**src/rtl/l2_rsp_out_packetizer_pkg.sv**
```systemverilog
// Shared constants, types and helpers for the L2 response-out packetizer.
// This includes the coherence message encodings, the NoC flit layout, the
// packetizer FSM states and the header/flit builder functions.
package l2_rsp_out_packetizer_pkg;

  localparam int FLIT_W         = 64;
  localparam int WORD_W         = 64;
  localparam int WORDS_PER_LINE = 2;
  localparam int TILE_ID_W      = 6;
  localparam int LLC_SEL_BITS   = 2;
  localparam int MIX_MSG_W      = 3;
  localparam int LINE_ADDR_W    = 32;
  localparam int WORD_IDX_W     = (WORDS_PER_LINE > 1) ? $clog2(WORDS_PER_LINE) : 1;

  // Flit preamble bit positions inside the NoC data bus.
  localparam int NOC_HEAD_BIT   = FLIT_W + 1;
  localparam int NOC_TAIL_BIT   = FLIT_W;
  localparam int NOC_DATA_W     = FLIT_W + 2;

  // Coherence response encodings.
  localparam logic [MIX_MSG_W-1:0] RSP_S       = 3'd0;
  localparam logic [MIX_MSG_W-1:0] RSP_ODATA   = 3'd1;
  localparam logic [MIX_MSG_W-1:0] RSP_INV_ACK = 3'd2;
  localparam logic [MIX_MSG_W-1:0] RSP_NACK    = 3'd3;
  localparam logic [MIX_MSG_W-1:0] RSP_RVK_O   = 3'd4;
  localparam logic [MIX_MSG_W-1:0] RSP_V       = 3'd5;
  localparam logic [MIX_MSG_W-1:0] RSP_O       = 3'd6;

  // Field order matches the bus: head at NOC_HEAD_BIT, tail at NOC_TAIL_BIT.
  typedef struct packed {
    logic              head;
    logic              tail;
    logic [FLIT_W-1:0] payload;
  } noc_flit_t;

  typedef enum logic [1:0] {
    ST_IDLE = 2'd0,
    ST_HDR  = 2'd1,
    ST_ADDR = 2'd2,
    ST_DATA = 2'd3
  } pkt_state_e;

  // Messages that carry line data after the address flit.
  function automatic logic rsp_has_data(input logic [MIX_MSG_W-1:0] coh_msg);
    logic has;
    case (coh_msg)
      RSP_S:     has = 1'b1;
      RSP_ODATA: has = 1'b1;
      RSP_V:     has = 1'b1;
      RSP_RVK_O: has = 1'b1;
      default:   has = 1'b0;
    endcase
    return has;
  endfunction

  // Header payload, MSB down: src_id, dst_id, coh_msg, word_mask, zero pad.
  function automatic logic [FLIT_W-1:0] hdr_payload(
    input logic [TILE_ID_W-1:0]      src_id,
    input logic [TILE_ID_W-1:0]      dst_id,
    input logic [MIX_MSG_W-1:0]      coh_msg,
    input logic [WORDS_PER_LINE-1:0] word_mask
  );
    logic [FLIT_W-1:0] p;
    p = '0;
    p[FLIT_W-1 -: TILE_ID_W]                            = src_id;
    p[FLIT_W-1-TILE_ID_W -: TILE_ID_W]                  = dst_id;
    p[FLIT_W-1-2*TILE_ID_W -: MIX_MSG_W]                = coh_msg;
    p[FLIT_W-1-2*TILE_ID_W-MIX_MSG_W -: WORDS_PER_LINE] = word_mask;
    return p;
  endfunction

  function automatic noc_flit_t make_flit(
    input logic              head,
    input logic              tail,
    input logic [FLIT_W-1:0] payload
  );
    noc_flit_t f;
    f.head    = head;
    f.tail    = tail;
    f.payload = payload;
    return f;
  endfunction

endpackage

```
**src/rtl/l2_rsp_out_packetizer_mask_next_word.sv**
```systemverilog
// Finds the lowest set mask bit above idx_i (or at idx_i when incl_i is set),
// and reports whether that bit is the last set bit of the mask.
// This block is shared with the request-out packetizer.
module l2_mask_next_word #(
  parameter int WORDS = 2,
  parameter int IDX_W = 1
) (
  input  logic [WORDS-1:0] mask_i,
  input  logic [IDX_W-1:0] idx_i,
  input  logic             incl_i,
  output logic             found_o,
  output logic [IDX_W-1:0] nxt_idx_o,
  output logic             last_o
);

  // Scan downward so the lowest qualifying bit wins, then look above it.
  always_comb begin
    logic hit;
    found_o   = 1'b0;
    nxt_idx_o = '0;
    last_o    = 1'b1;
    hit       = 1'b0;
    for (int i = WORDS - 1; i >= 0; i--) begin
      hit       = mask_i[i] & ((i > int'(idx_i)) | (incl_i & (i == int'(idx_i))));
      found_o   = found_o | hit;
      nxt_idx_o = hit ? IDX_W'(i) : nxt_idx_o;
    end
    for (int i = 0; i < WORDS; i++) begin
      last_o = last_o & ~(mask_i[i] & (i > int'(nxt_idx_o)));
    end
  end

endmodule

```
**src/rtl/l2_rsp_out_packetizer.sv**
```systemverilog
// L2 response-out packetizer. It accepts one response message and emits the
// following flits: a header flit, an address flit, then each masked-in data
// word. The flit outputs are registered. The ready signal is also raised
// during the tail handshake, so back-to-back packets have no bubble.
import l2_rsp_out_packetizer_pkg::*;

module l2_rsp_out_packetizer (
  input  logic                              clk,
  input  logic                              rst,
  input  logic [TILE_ID_W-1:0]              local_tile_id,
  input  logic                              l2_rsp_out_valid,
  output logic                              l2_rsp_out_ready,
  input  logic [MIX_MSG_W-1:0]              rsp_coh_msg,
  input  logic [TILE_ID_W-1:0]              rsp_req_id,
  input  logic                              rsp_to_req,
  input  logic [LINE_ADDR_W-1:0]            rsp_addr,
  input  logic [WORDS_PER_LINE*WORD_W-1:0]  rsp_line,
  input  logic [WORDS_PER_LINE-1:0]         rsp_word_mask,
  output logic                              noc_rsp_valid,
  input  logic                              noc_rsp_ready,
  output logic [NOC_DATA_W-1:0]             noc_rsp_data
);

  pkt_state_e                       state_q;
  logic                             valid_q;
  noc_flit_t                        data_q;
  logic [WORD_IDX_W-1:0]            idx_q;
  logic [LINE_ADDR_W-1:0]           addr_q;
  logic [WORDS_PER_LINE*WORD_W-1:0] line_q;
  logic [WORDS_PER_LINE-1:0]        mask_q;
  logic [MIX_MSG_W-1:0]             coh_q;

  logic                  accept_s;
  logic                  tail_hs_s;
  logic                  no_data_s;
  logic [TILE_ID_W-1:0]  dst_s;
  noc_flit_t             hdr_flit_s;
  noc_flit_t             addr_flit_s;
  logic                  first_found_s;
  logic [WORD_IDX_W-1:0] first_idx_s;
  logic                  first_last_s;
  logic                  next_found_s;
  logic [WORD_IDX_W-1:0] next_idx_s;
  logic                  next_last_s;
  logic [WORD_W-1:0]     first_word_s;
  logic [WORD_W-1:0]     next_word_s;

  // Lowest set bit of the latched mask: the first data word of the packet.
  l2_mask_next_word #(
    .WORDS (WORDS_PER_LINE),
    .IDX_W (WORD_IDX_W)
  ) u_first_word (
    .mask_i    (mask_q),
    .idx_i     ({WORD_IDX_W{1'b0}}),
    .incl_i    (1'b1),
    .found_o   (first_found_s),
    .nxt_idx_o (first_idx_s),
    .last_o    (first_last_s)
  );

  // Next set bit strictly above the word currently on the bus.
  l2_mask_next_word #(
    .WORDS (WORDS_PER_LINE),
    .IDX_W (WORD_IDX_W)
  ) u_next_word (
    .mask_i    (mask_q),
    .idx_i     (idx_q),
    .incl_i    (1'b0),
    .found_o   (next_found_s),
    .nxt_idx_o (next_idx_s),
    .last_o    (next_last_s)
  );

  assign tail_hs_s = valid_q & noc_rsp_ready & data_q.tail;
  assign l2_rsp_out_ready = rst & ((state_q == ST_IDLE) | tail_hs_s);
  assign accept_s  = l2_rsp_out_valid & l2_rsp_out_ready;

  // A packet carries data only for data-bearing messages with a non-empty mask.
  assign no_data_s = ~rsp_has_data(coh_q) | ~first_found_s;

  // Route either back to the requester or to the home LLC tile selected by address LSBs.
  assign dst_s = rsp_to_req ? rsp_req_id
                            : {{(TILE_ID_W-LLC_SEL_BITS){1'b0}}, rsp_addr[LLC_SEL_BITS-1:0]};

  assign hdr_flit_s  = make_flit(1'b1, 1'b0,
                                 hdr_payload(local_tile_id, dst_s, rsp_coh_msg, rsp_word_mask));
  assign addr_flit_s = make_flit(1'b0, no_data_s,
                                 {{(FLIT_W-LINE_ADDR_W){1'b0}}, addr_q});

  assign first_word_s = line_q[int'(first_idx_s)*WORD_W +: WORD_W];
  assign next_word_s  = line_q[int'(next_idx_s)*WORD_W +: WORD_W];

  assign noc_rsp_valid = valid_q;
  assign noc_rsp_data  = data_q;

  // Packetizer FSM with registered flit outputs; a new accept always wins and starts a header.
  always_ff @(posedge clk or negedge rst) begin
    if (!rst) begin
      state_q <= ST_IDLE;
      valid_q <= 1'b0;
      data_q  <= '0;
      idx_q   <= '0;
      addr_q  <= '0;
      line_q  <= '0;
      mask_q  <= '0;
      coh_q   <= '0;
    end else if (accept_s) begin
      addr_q  <= rsp_addr;
      line_q  <= rsp_line;
      mask_q  <= rsp_word_mask;
      coh_q   <= rsp_coh_msg;
      idx_q   <= '0;
      state_q <= ST_HDR;
      valid_q <= 1'b1;
      data_q  <= hdr_flit_s;
    end else begin
      case (state_q)
        ST_IDLE: begin
          valid_q <= 1'b0;
        end
        ST_HDR: begin
          if (noc_rsp_ready) begin
            data_q  <= addr_flit_s;
            state_q <= ST_ADDR;
          end
        end
        ST_ADDR: begin
          if (noc_rsp_ready) begin
            if (no_data_s) begin
              state_q <= ST_IDLE;
              valid_q <= 1'b0;
              data_q  <= '0;
            end else begin
              state_q <= ST_DATA;
              idx_q   <= first_idx_s;
              data_q  <= make_flit(1'b0, first_last_s, first_word_s);
            end
          end
        end
        ST_DATA: begin
          if (noc_rsp_ready) begin
            if (data_q.tail || !next_found_s) begin
              state_q <= ST_IDLE;
              valid_q <= 1'b0;
              data_q  <= '0;
            end else begin
              idx_q   <= next_idx_s;
              data_q  <= make_flit(1'b0, next_last_s, next_word_s);
            end
          end
        end
        default: begin
          state_q <= ST_IDLE;
          valid_q <= 1'b0;
          data_q  <= '0;
        end
      endcase
    end
  end

endmodule

```
**config.mk**
```make
export PLATFORM = sky130hd
export DESIGN_NAME = l2_rsp_out_packetizer
export DESIGN_NICKNAME = d
export VERILOG_FILES = /design/src/rtl/l2_rsp_out_packetizer_pkg.sv /design/src/rtl/l2_rsp_out_packetizer_mask_next_word.sv /design/src/rtl/l2_rsp_out_packetizer.sv
export SDC_FILE = /design/constraint.sdc
export NUM_CORES = 1
export LEC_CHECK = 0
export BUFFER_PORTS_ARGS = -buffer_cell sky130_fd_sc_hd__buf_2
export CELL_PAD_IN_SITES_DETAIL_PLACEMENT = 1
export CELL_PAD_IN_SITES_GLOBAL_PLACEMENT = 1
export CORE_AREA = 2 2 130 226
export DETAILED_ROUTE_END_ITERATION = 6
export DIE_AREA = 0 0 132 228
export GPL_ROUTABILITY_DRIVEN = 0
export PLACE_DENSITY_LB_ADDON = 0.1
export SLEW_MARGIN = 20
export SYNTH_ARGS = -nofsm -noshare
export SYNTH_HDL_FRONTEND = slang
export SYNTH_SLANG_ARGS = --single-unit
```
**constraint.sdc**
```tcl
create_clock -name clk -period 2.1 [get_ports clk]
set_clock_uncertainty 0.1 [all_clocks]
set_input_delay 0.105 -clock clk [delete_from_list [all_inputs] [get_ports clk]]
set_output_delay 0.105 -clock clk [all_outputs]
set_load 0.02 [all_outputs]
```
==> results.md <==
* DP Worst Slack at 0.03218 ns
* Detailed placement HPWL at 20.48 mm
* Setup TNS Final at 0 ns
* Worst Hold Class: input port to asynchronous set/reset pin
* Global-route wire length before repair at between 50 and 60 mm
* Final Hold Viols at 0
* I/O pin cnt at 250
* Avg Cell Area, Syn at 9.272 µm²
* Final Slew Violations at 0
* Antenna diodes at 0
* Simple-Gate Fraction of Synth Area at 0.2282
* Hold slack at ~0.19 ns
* Worst-Skew Late Latency at 0.53 ns
* CP Launch Type: flop
* R2R depth at 6
* Htree depth at 1
* Syn nets at 1,265
* Cell taking the most area after synthesis: dfrtp_1
* Critical path's slowest cell: dfrtp_1
* # fillers at around 3,300
* Die W at 132 µm
* Max-cap violation count at 0
* Via count at ~9,500
* Required time worst endpoint at 1.89 ns
* PD cells at between 1000 and 1500 mW/mm²
* Synth Area in XOR/XNOR at 0
* Height of the die at 228 µm
* Clock Pin Slew Worst Setup and Hold Paths at ~0.06 ns
* DRT iter0 DRCs at 381
* Antenna violations before repair at 1
* Slew margin rel. at 0.4793
* # clock sinks at roughly 230
* Status: complete, no violations
* Max Freq at 500.8 MHz
* #FFs+latches synth at around 230
* Root Driver: clkbuf_16
* Residual DRC count at 0
* Vias in the first global route at 10,499
* Mapped Area at 0.01000 mm²
* Period utilisation layout at 0.9509
* Critical Path Sink Type: output port
* Compound-Gate Fraction of Synth Area at 0.1306
* CTS tree: yes
* Share of cells above drive strength 1 at 0.2262
* DRT antenna net count at 0
* Initial Util at 0.3520
* Site Rows at 82
* Area Overhead vs Synth at 44.53%
* # setup viols final at 0
* Routed len/inst at 18.51 µm
* Warnings, synthesis at 0
* EDFF count, synth at 0
* WP buf/inv at 3
* Mux cell area share after synthesis at 0.003002
* Critical path's top delay family: buffers and inverters
* CP max FO at 3
* Post-Syn Instances at 1,079
* CP Cell Sequence: inv_1 > ha_1 > a31oi_2 > buf_4 > nor2b_1 > buf_4
* Main area contributors after synthesis: dfrtp_1 58%, nand2_1 19%, o211ai_1 3.2%
* Main combinational cell family by area after synthesis: simple AND/OR/NAND/NOR gates
* Ys flop type: dfrtp_1
* Multi-input gate area at 0.003736 mm²
* Largest net degree at the start of global routing at 138
* Pre-antenna DRT Iters at 5
* Max stage delay on crit path at between 0.4 and 0.5 ns
* Core Box Area at 0.02842 mm²
* Storage cell area at 0.005831 mm²
* Tmin final at between 1.5 and 2 ns
* Port bufs at around 250
* Worst Slack Setup Final at 0.1032 ns
* Critical path depth at 6
* Final Util at 0.5088
* Most used cell, CP: buf_4
* RSZ-0062 raised after global routing: no
* Tot GR Track Use at 0.2312
* Register area share after synthesis at 0.5828
* Netlist cell types at 41
* GR Overflow Total at 0
* Asr flop ratio synth at 1.000
* Inserted Clock Buffers at 24
* Most frequent cells after synthesis: 496 x nand2_1, 233 x dfrtp_1, 48 x nand3_1
* Kind of critical path: flop to output port
* Die Area at 0.03010 mm²
* P_leak at roughly 7.3 nW
* Drt total wl at about 35 mm
* VDD IR-drop max at 0.0007091 V
* Worst endpoint data arrival time at 1.79 ns
* Count leader, synth: nand2_1
* Worst-Margin Slew at 0.7810 ns
* Synth top area share at 0.5828
* Adder-Cell Fraction of Synth Area at 0.005003
* Clock buffer depth at 3
* Vias per inst at around 5.0
* Nets at 1,682
* Final Total Pwr at 20.06 mW
## state kept, by name, indices dropped and copies added (netlist names)
signal and count:
state_q 2, coh_q 1, addr_q 32, line_q 128, idx_q 1, mask_q 2
noc_rsp_valid 1, noc_rsp_data 66
## final timing paths
check | startpoint | end | slack (ns)
hold / removal | rst | addr_q[17] | 0.19
setup reg to reg | state_q[0] | noc_rsp_data[16] | 0.14
max in group asynchronous | rst | line_q[109] | 0.55
min in group clk | rsp_line[51] | line_q[51] | 0.19
setup / recovery | state_q[1] | l2_rsp_out_ready | 0.10
hold reg to reg | line_q[44] | line_q[44] | 0.37
## where the power goes
| group | internal [mW] | total (mW) | switching (mW) |
|---|---|---|---|
| clock network | 2.30 | 4.07 | 1.78 |
| logic | 3.30 | 8.38 | 5.08 |
| registers | 6.45 | 7.61 | 1.15 |
| total | 12.0 | 20.1 | 8.01 |
## layer usage
layer,part of all wire,vias to the layer above,GRT usage
met5,0.00037,-,0
met4,0.031,2,0.07914
met3,0.038,64,0.03089
met2,0.53,247,0.4255
met1,0.40,4700,0.2741
li1,-,4440,-
## final cells by class
class	count	area share
sequential	233	0.4032
multi-input combinational	761	0.2584
timing repair buffer	473	0.2547
clock buffer	39	0.04897
tap	378	0.03271
clock inverter	3	0.001298
inverter	3	0.0007787
## through the flow
stage / cells / cell area [µm²]
floorplan: 1079 / 10000
global placement: 1663 / 11800
detailed placement: 1663 / 11800
CTS: 1887 / 14350
global route: 1890 / 14460
finish: 1890 / 14460
## cells in the final DEF, fill, tap and decap left out, types with 9 or more instances in the layout
master         count
nand2_1          496
buf_2            247
dfrtp_1          233
dlygate4sd3_1    182
nand3_1           48
o211ai_1          42
a22oi_1           32
a221oi_1          31
o21ai_1           28
clkbuf_16         27
buf_4             20
buf_12            16
o2bb2ai_1         15
clkbuf_1          11
o21ai_0            9
nor2_1             9
## repair_timing
item	in CTS	in global routing
buffers inserted	0	1
hold buffers	182	0
setup endpoints to repair	0	99
endpoints found under the hold margin	356	0
gates resized for setup	0	13
## kinds of logic after synthesis
group | after synthesis
simple gates | 573
mux | 3
buf+inv | 85
compound gates | 181
fa+ha+maj | 4
flops | 233
## worst reg2reg max path: stages, from the launching register on
cell and delay [ns]:
dfrtp_1 0.42, ha_2 0.25, and4bb_4 0.22, o21bai_4 0.20
buf_4 0.19, a221oi_1 0.34, o21ai_1 0.12
Note: power is estimated with default switching activity, not from simulation.
